===== src/rtl/uart_tx_arbiter.sv =====
// uart_tx_arbiter
// Shares one UART transmit line between two byte producers. Requester 0 is the
// CPU register write path, requester 1 the debug/echo path. Arbitration is
// round-robin when both are valid in the same idle cycle. Each accepted byte is
// sent as an 8N1 frame, LSB first.
//
// Ports:
//   clk          system clock, rising edge
//   reset        synchronous, active-high reset; aborts any frame in progress
//   req0_valid   requester 0 has a byte        req0_data  requester 0 byte
//   req0_ready   requester 0 byte accepted this cycle (combinational)
//   req1_valid   requester 1 has a byte        req1_data  requester 1 byte
//   req1_ready   requester 1 byte accepted this cycle (combinational)
//   uart_txd     serial line, idle high (registered)
//   tx_busy      frame in progress (state != IDLE)
//   tx_done      one-cycle pulse in the first idle cycle after a stop bit
//   grant_id     requester owning the current or most recent frame
module uart_tx_arbiter #(
  parameter int CLK_PER_BIT = 217,
  parameter int CNT_W       = 8
) (
  input  logic       clk,
  input  logic       reset,
  input  logic       req0_valid,
  input  logic [7:0] req0_data,
  output logic       req0_ready,
  input  logic       req1_valid,
  input  logic [7:0] req1_data,
  output logic       req1_ready,
  output logic       uart_txd,
  output logic       tx_busy,
  output logic       tx_done,
  output logic       grant_id
);

  typedef enum logic [1:0] {IDLE, START, DATA, STOP} state_t;

  localparam logic [CNT_W-1:0] BAUD_LAST = CNT_W'(CLK_PER_BIT - 1);

  state_t           state_q;
  logic [CNT_W-1:0] baud_q;
  logic [CNT_W-1:0] baud_d;
  logic [2:0]       bit_q;
  logic [7:0]       shift_q;
  logic             txd_q;
  logic             done_q;
  logic             grant_q;

  logic             baud_last;
  logic             win0;
  logic             win1;
  logic             hs;

  always_comb begin
    baud_last = (baud_q == BAUD_LAST);
    // The counter wraps at every bit boundary so bit timing never drifts.
    baud_d    = baud_last ? '0 : baud_q + CNT_W'(1);
    // On contention the requester that did not own the last frame wins.
    win0      = req0_valid && (!req1_valid || grant_q);
    win1      = req1_valid && (!req0_valid || !grant_q);
    req0_ready = (state_q == IDLE) && !reset && win0;
    req1_ready = (state_q == IDLE) && !reset && win1;
    hs        = req0_ready || req1_ready;
  end

  always_ff @(posedge clk) begin
    if (reset) begin
      state_q <= IDLE;
      baud_q  <= '0;
      bit_q   <= '0;
      shift_q <= '0;
      txd_q   <= 1'b1;
      done_q  <= 1'b0;
      grant_q <= 1'b1;
    end else begin
      done_q <= 1'b0;
      case (state_q)
        IDLE: begin
          txd_q <= 1'b1;
          if (hs) begin
            shift_q <= req0_ready ? req0_data : req1_data;
            grant_q <= req1_ready;
            baud_q  <= '0;
            txd_q   <= 1'b0;
            state_q <= START;
          end
        end
        START: begin
          baud_q <= baud_d;
          if (baud_last) begin
            bit_q   <= '0;
            txd_q   <= shift_q[0];
            state_q <= DATA;
          end
        end
        DATA: begin
          baud_q <= baud_d;
          if (baud_last) begin
            shift_q <= {1'b0, shift_q[7:1]};
            bit_q   <= bit_q + 3'd1;
            if (bit_q == 3'd7) begin
              txd_q   <= 1'b1;
              state_q <= STOP;
            end else begin
              // Next bit is already at shift_q[1] before the shift lands.
              txd_q <= shift_q[1];
            end
          end
        end
        STOP: begin
          baud_q <= baud_d;
          txd_q  <= 1'b1;
          if (baud_last) begin
            done_q  <= 1'b1;
            state_q <= IDLE;
          end
        end
        default: begin
          txd_q   <= 1'b1;
          state_q <= IDLE;
        end
      endcase
    end
  end

  assign uart_txd = txd_q;
  assign tx_busy  = (state_q != IDLE);
  assign tx_done  = done_q;
  assign grant_id = grant_q;

endmodule

===== config.mk =====
export PLATFORM = sky130hd
export DESIGN_NAME = uart_tx_arbiter
export DESIGN_NICKNAME = d
export VERILOG_FILES = /design/src/rtl/uart_tx_arbiter.sv
export SDC_FILE = /design/constraint.sdc
export NUM_CORES = 1
export LEC_CHECK = 0
export CORE_UTILIZATION = 35
export CTS_BUF_LIST = sky130_fd_sc_hd__clkbuf_8 sky130_fd_sc_hd__clkbuf_16
export DETAILED_ROUTE_END_ITERATION = 16
export MAX_ROUTING_LAYER = met4
export PLACE_DENSITY = 0.65
export REMOVE_ABC_BUFFERS = 1
export SLEW_MARGIN = 20
export SYNTH_ARGS = -nofsm -noshare
export SYNTH_HDL_FRONTEND = slang
export SYNTH_SLANG_ARGS = --single-unit
export TNS_END_PERCENT = 30

===== constraint.sdc =====
create_clock -name clk -period 2 [get_ports clk]
set_input_delay 0.4 -clock clk [delete_from_list [all_inputs] [get_ports clk]]
set_output_delay 0.4 -clock clk [all_outputs]
set_load 0.02 [all_outputs]

# Word-level counts from Yosys, hierarchy flattened
# Cells that the tools add are included.
[op_classes]
n_addsub = 2
multipliers = 0
n_div = 0
order_cmp = 0
n_eq_ne = 10
n_shift = 0
muxes = 22
bitwise_logic = 1
n_reduce_logical = 23
[ops]
columns = ["cell", "count"]
rows = [
  ["8-bit 2-to-1 mux", 5],
  ["8-bit case mux with 2 select lines", 2],
  ["2-bit 2-to-1 mux", 5],
  ["2-bit inequality test, second input constant", 5],
  ["8-bit by 1-bit adder with 8-bit output, second input constant", 1],
  ["8-bit == test, second input constant", 1],
  ["2-bit case mux with 4 select lines", 1],
  ["3-bit 2-to-1 mux", 2],
  ["3-bit case mux with 2 select lines", 1],
  ["3-bit AND reduction", 2],
  ["2-bit nonzero test", 3],
  ["1-bit logical AND", 5],
  ["1-bit 2-to-1 mux", 5],
  ["5-bit AND reduction", 1],
  ["2-bit == test, second input constant", 2],
  ["1-bit logical NOT", 4],
  ["1-bit case mux with 4 select lines", 1],
  ["2-bit AND reduction", 2],
  ["3-bit by 1-bit adder with 3-bit output, second input constant", 1],
  ["3-bit == test, second input constant", 1],
  ["1-bit logical OR", 3],
  ["3-bit OR reduction", 1],
  ["2-bit by 1-bit == test with 1-bit output, second input constant", 1],
  ["2-bit logical NOT", 1],
  ["2 further kinds", 2],
]
[word_totals]
regBits = 24
latch_bits = 0
ramBits = 0
romBits = 0
elab_cells = 65
n_memories = 0

# Depth between registers and ports, before layout
[logic_depth]
depth_word = 7
ltp_mapped = 8
ltp_nobuf = 6

# Least setup slack after synthesis
# OpenSTA, ideal clock, no wires.
[synth_timing]
path_kind = "flip-flop to output port"
start = "register state_q[0]"
end = "output req1_ready"
t_arrival_ns = 1.381
required_ns = 1.600
setup_slack_ns = 0.219
path_stages_with_launch = 7
n_path_buf = 1
cell_sequence = "dfxtp_1 > inv_1 > ha_1 > clkbuf_1 > nor2b_1 > nand2_1 > a21oi_1"
[synth_between]
elab_chain_cells = 3
[synth_rtl]
columns = ["element", "line_no", "rtl"]
rows = [
  ["start: declaration", "40", "state_t state_q;"],
  ["start signal: assignment", "68", "state_q <= IDLE;"],
  ["start signal: assignment", "85", "state_q <= START;"],
  ["start signal: assignment", "93", "state_q <= DATA;"],
  ["2-bit logical NOT", "62", "req1_ready = (state_q == IDLE) && !reset && win1;"],
  ["1-bit logical AND (2 in series)", "62", ""],
  ["end: declaration", "29", "output logic req1_ready,"],
]
# Every way passes these cells.

# Final worst setup path
[layout_timing]
start = "input reset"
end = "register state_q[0]"
[layout_between]
elab_chain_cells = 6
word_cells_on_any_way = 7
cone_classes = "1 x eq/ne; 6 x reduce/logical"
[layout_rtl]
columns = ["element", "line_no", "rtl"]
rows = [
  ["start: declaration", "23", "input logic reset,"],
  ["1-bit logical NOT", "61, 62", ""],
  ["1-bit logical AND", "61, 62", ""],
  ["1-bit logical AND (on tied branches)", "61, 62", ""],
  ["1-bit logical OR", "63", "hs = req0_ready || req1_ready;"],
  ["2-bit inequality test (no line)", "--", ""],
  ["5-bit AND reduction (no line)", "--", ""],
]
# Parallel ways exist; a longest one is shown, timed or not.
# A chain may end at the register's enable or synchronous reset.

==> flow_summary.toml <==
[run_status]
run_status = "finished clean"

[timing]
period_needed_ns = 1.973
hold_ws_ns = 0.4681
number_of_endpoints_failing_setup_at_the_final_stage = 0
max_freq_mhz = 506.8
fin_worst_skew_ns = 0.002378
timing_worst_slew_pin_value_ns = 0.4273
timing.final.hold_violations = 0
timing.max_slew.rel_slack = 0.7136
count_of_final_max_slew_check_failures = 0
grt_setup_unrepaired = "true"
final_worst_path_period_share = 0.9866

[logic_synthesis]
synth-simple-area-share = 0.2293
synthAdderAreaFrac = 0.08094
post_synthesis_share_of_cell_area_spent_on_xor_and_xnor_gates = 0.03147
synthesis.instances = 163
synth.mux.area_fraction = 0.06475
synth.most_common_cell = "dfxtp_1"
postSynth.topFlopCell = "dfxtp_1"
synth_async_sr_flop_share = 0
syn-mean-instance-area_um2 = 8.536
yosysUniqueCellTypes = 40
yosys-top-cells-count = "24 x dfxtp_1, 20 x nor2_1, 13 x a21oi_1"
area_leader_netlist = "dfxtp_1"
synth-seq-area-share = 0.3453
syn_area_um2 = 1391
ys_top_cells_by_area = "dfxtp_1 35%, ha_1 8.1%, mux2i_1 6.5%, nor2_1 5.4%, a32o_1 5.0%"
yosys_warnings = 0
synth_edf_count = 0
synth_top_family_by_area = "simple AND/OR/NAND/NOR gates"
synth.ff_latch_count = 24
synth-compound-area-share = 0.2014
synth_largest_type_area_fraction = 0.3453

[clock_tree]
clock_tree.buffer_depth = 2
cts_root_buffer = "clkbuf_8"
clock_insertion_delay_worst_skew_ns = 0.26
tritoncts.num_buffers = 3
htree_levels = 1
clock_sinks = 24
post_cts.repair.setup_buffers = 0
tritoncts = "yes"
clk_pin_slew_worst_paths_ns = 0.08

[route]
drt_wl_total_um = 3209
post_drt_via_cell_ratio = 5.309
vias = 1306
post_drt_wl_per_cell_um = 13.04
drtPass1Iterations = 4
antenna_left = 0
detailed_route_drc_error_count = 0
drt_iter0_markers = 28

[critical_path]
setup.worst_path.end_class = "register"
worst-setup-path-type = "primary input to register"
worst_ep_required_time_ns = 2.17
type_of_element_launching_the_critical_path = "primary input"
critPathArrivalTime_ns = 2.15
critPathMaxFanout = 12

[cells_and_area]
post_route_cells_drive_above_1_share = 0.1414
insertedDiodeCount = 0
layout.core_utilization = 0.4860
multiInputGateArea_um2 = 857.1
post-route-cell-area_um2 = 1819
area.growth.synth_to_final_pct = 30.76
finish.net_count = 229
nFillCells = 375
sequential_cell_area_um2 = 480.5

[pwr]
switching_share = 0.3826
combinationalPowerShare = 0.531
power_per_cell_area_nw_per_um2 = 1120
power.ir.vdd_worst_mv = 0.3716
power.share.clock = 0.140
power.static_leakage_uw = 0.0006858
sequential_group_share_of_total_power = 0.329
p_int_uw = 1258
power_switching_uw = 779.6

[floorplanning]
core_area_um2 = 3744
die_x_um = 65.05
fp.dieArea_um2 = 4232
die_height_um = 65.05
pin_count = 26
placementRows = 22
start_util = 0.3717

[grt]
grt_pass1_wl_um = 5388
gr_layer_usage_met1 = 0.1878
grt_max_degree = 17
grt-ovfl-total = 0
track_usage = 0.1665
gr-max-usage-layer = "met2"
antenna_found_initial = 0
gr-usage-met3 = 0.02289
vias_in_the_first_global_route = 1231
global_route.usage.met2 = 0.2995

[placement]
place.detailed.hpwl_um = 2495
place_area_um2 = 1768
buffer_ports.inserted = 25
finalWeightedCongestion = 0.8202

[worst_hold_path]
worst_hold_path_type = "register to register"

[job]
drv_cap = 0
## cell type report
type	count	share of cell area
well taps	48	0.03301
clock buffers	3	0.02270
flip-flops and latches	24	0.2641
repair buffers	39	0.1946
multi-input cells	125	0.4711
inverters	7	0.01444
## state kept, by name, summed over array words and instances, names as in the netlist
signal    count
baud_q        8
shift_q       8
bit_q         3
state_q       2
grant_id      1
tx_done       1
uart_txd      1
## what timing repair did
| item | CTS | global route |
|---|---|---|
| setup endpoints to repair | 11 | 4 |
| gates cloned | 0 | 0 |
| hold buffers | 0 | 0 |
| resized for setup | 6 | 6 |
## metal layers
layer,routed length (um),part of all wire,vias up
li1,-,-,656
met1,1327,0.41,605
met2,1672,0.52,38
met3,152,0.047,7
met4,55,0.017,0
met5,0,0,-
## worst max-delay path, stage by stage
cell and delay, ns:
clkdlybuf4s50_1 0.48, buf_6 0.17, o21bai_1 0.16, and2_1 0.18
buf_4 0.18, a221o_1 0.31, a211oi_1 0.26
## kinds of logic after synthesis
kind of cell               count (synthesis)
adders and majority gates                  9
xor gates and xnor gates                   5
and+or+nand+nor                           60
AOI/OAI and AO/OA                         42
DFF                                       24
muxes                                      9
buffers and inverters                     14
## final timing paths
| kind | end | slack (ns) | startpoint | depth (start not counted) |
|---|---|---|---|---|
| hold reg to reg | shift_q[2] | 0.47 | shift_q[2] | 1 |
| setup / recovery | state_q[0] | 0.03 | reset | 7 |
| hold / removal | shift_q[2] | 0.47 | shift_q[2] | 1 |
| setup reg to reg | state_q[0] | 0.05 | state_q[1] | 6 |
## metrics by stage
| step | TNS (ns) | worst slack [ns] | total power [uW] | std cells |
|---|---|---|---|---|
| after CTS | -0.08054 | -0.06955 | 2042 | 246 |
| after global routing | -0.05922 | -0.02711 | 2189 | 246 |
| after floorplan | -0.03016 | -0.03016 | 1328 | 156 |
| after global placement | -3.136 | -0.3363 | 1724 | 243 |
| final | 0 | 0.02675 | 2037 | 246 |
| after detailed placement | -3.814 | -0.3306 | 1757 | 243 |
## placed cells by master (no fill, tap or decap), drive strengths merged, types with 5 or more instances in the layout
master / instances
a32o: 7
inv: 7
nand2b: 10
a21oi: 13
xnor2: 5
clkdlybuf4s50: 22
dfxtp: 24
nor2: 20
o21ai: 9
ha: 9
buf: 14
nand2: 10
mux2i: 9
## power by group through the flow
stage / clock network, uW / logic [uW] / registers, uW
after floorplan: 0 / 641 / 687
after global placement: 0 / 1050 / 676
after detailed placement: 0 / 1080 / 682
after CTS: 293 / 1080 / 671
after global routing: 312 / 1190 / 687
final: 285 / 1080 / 671
Power figures use the tool's default switching activity.
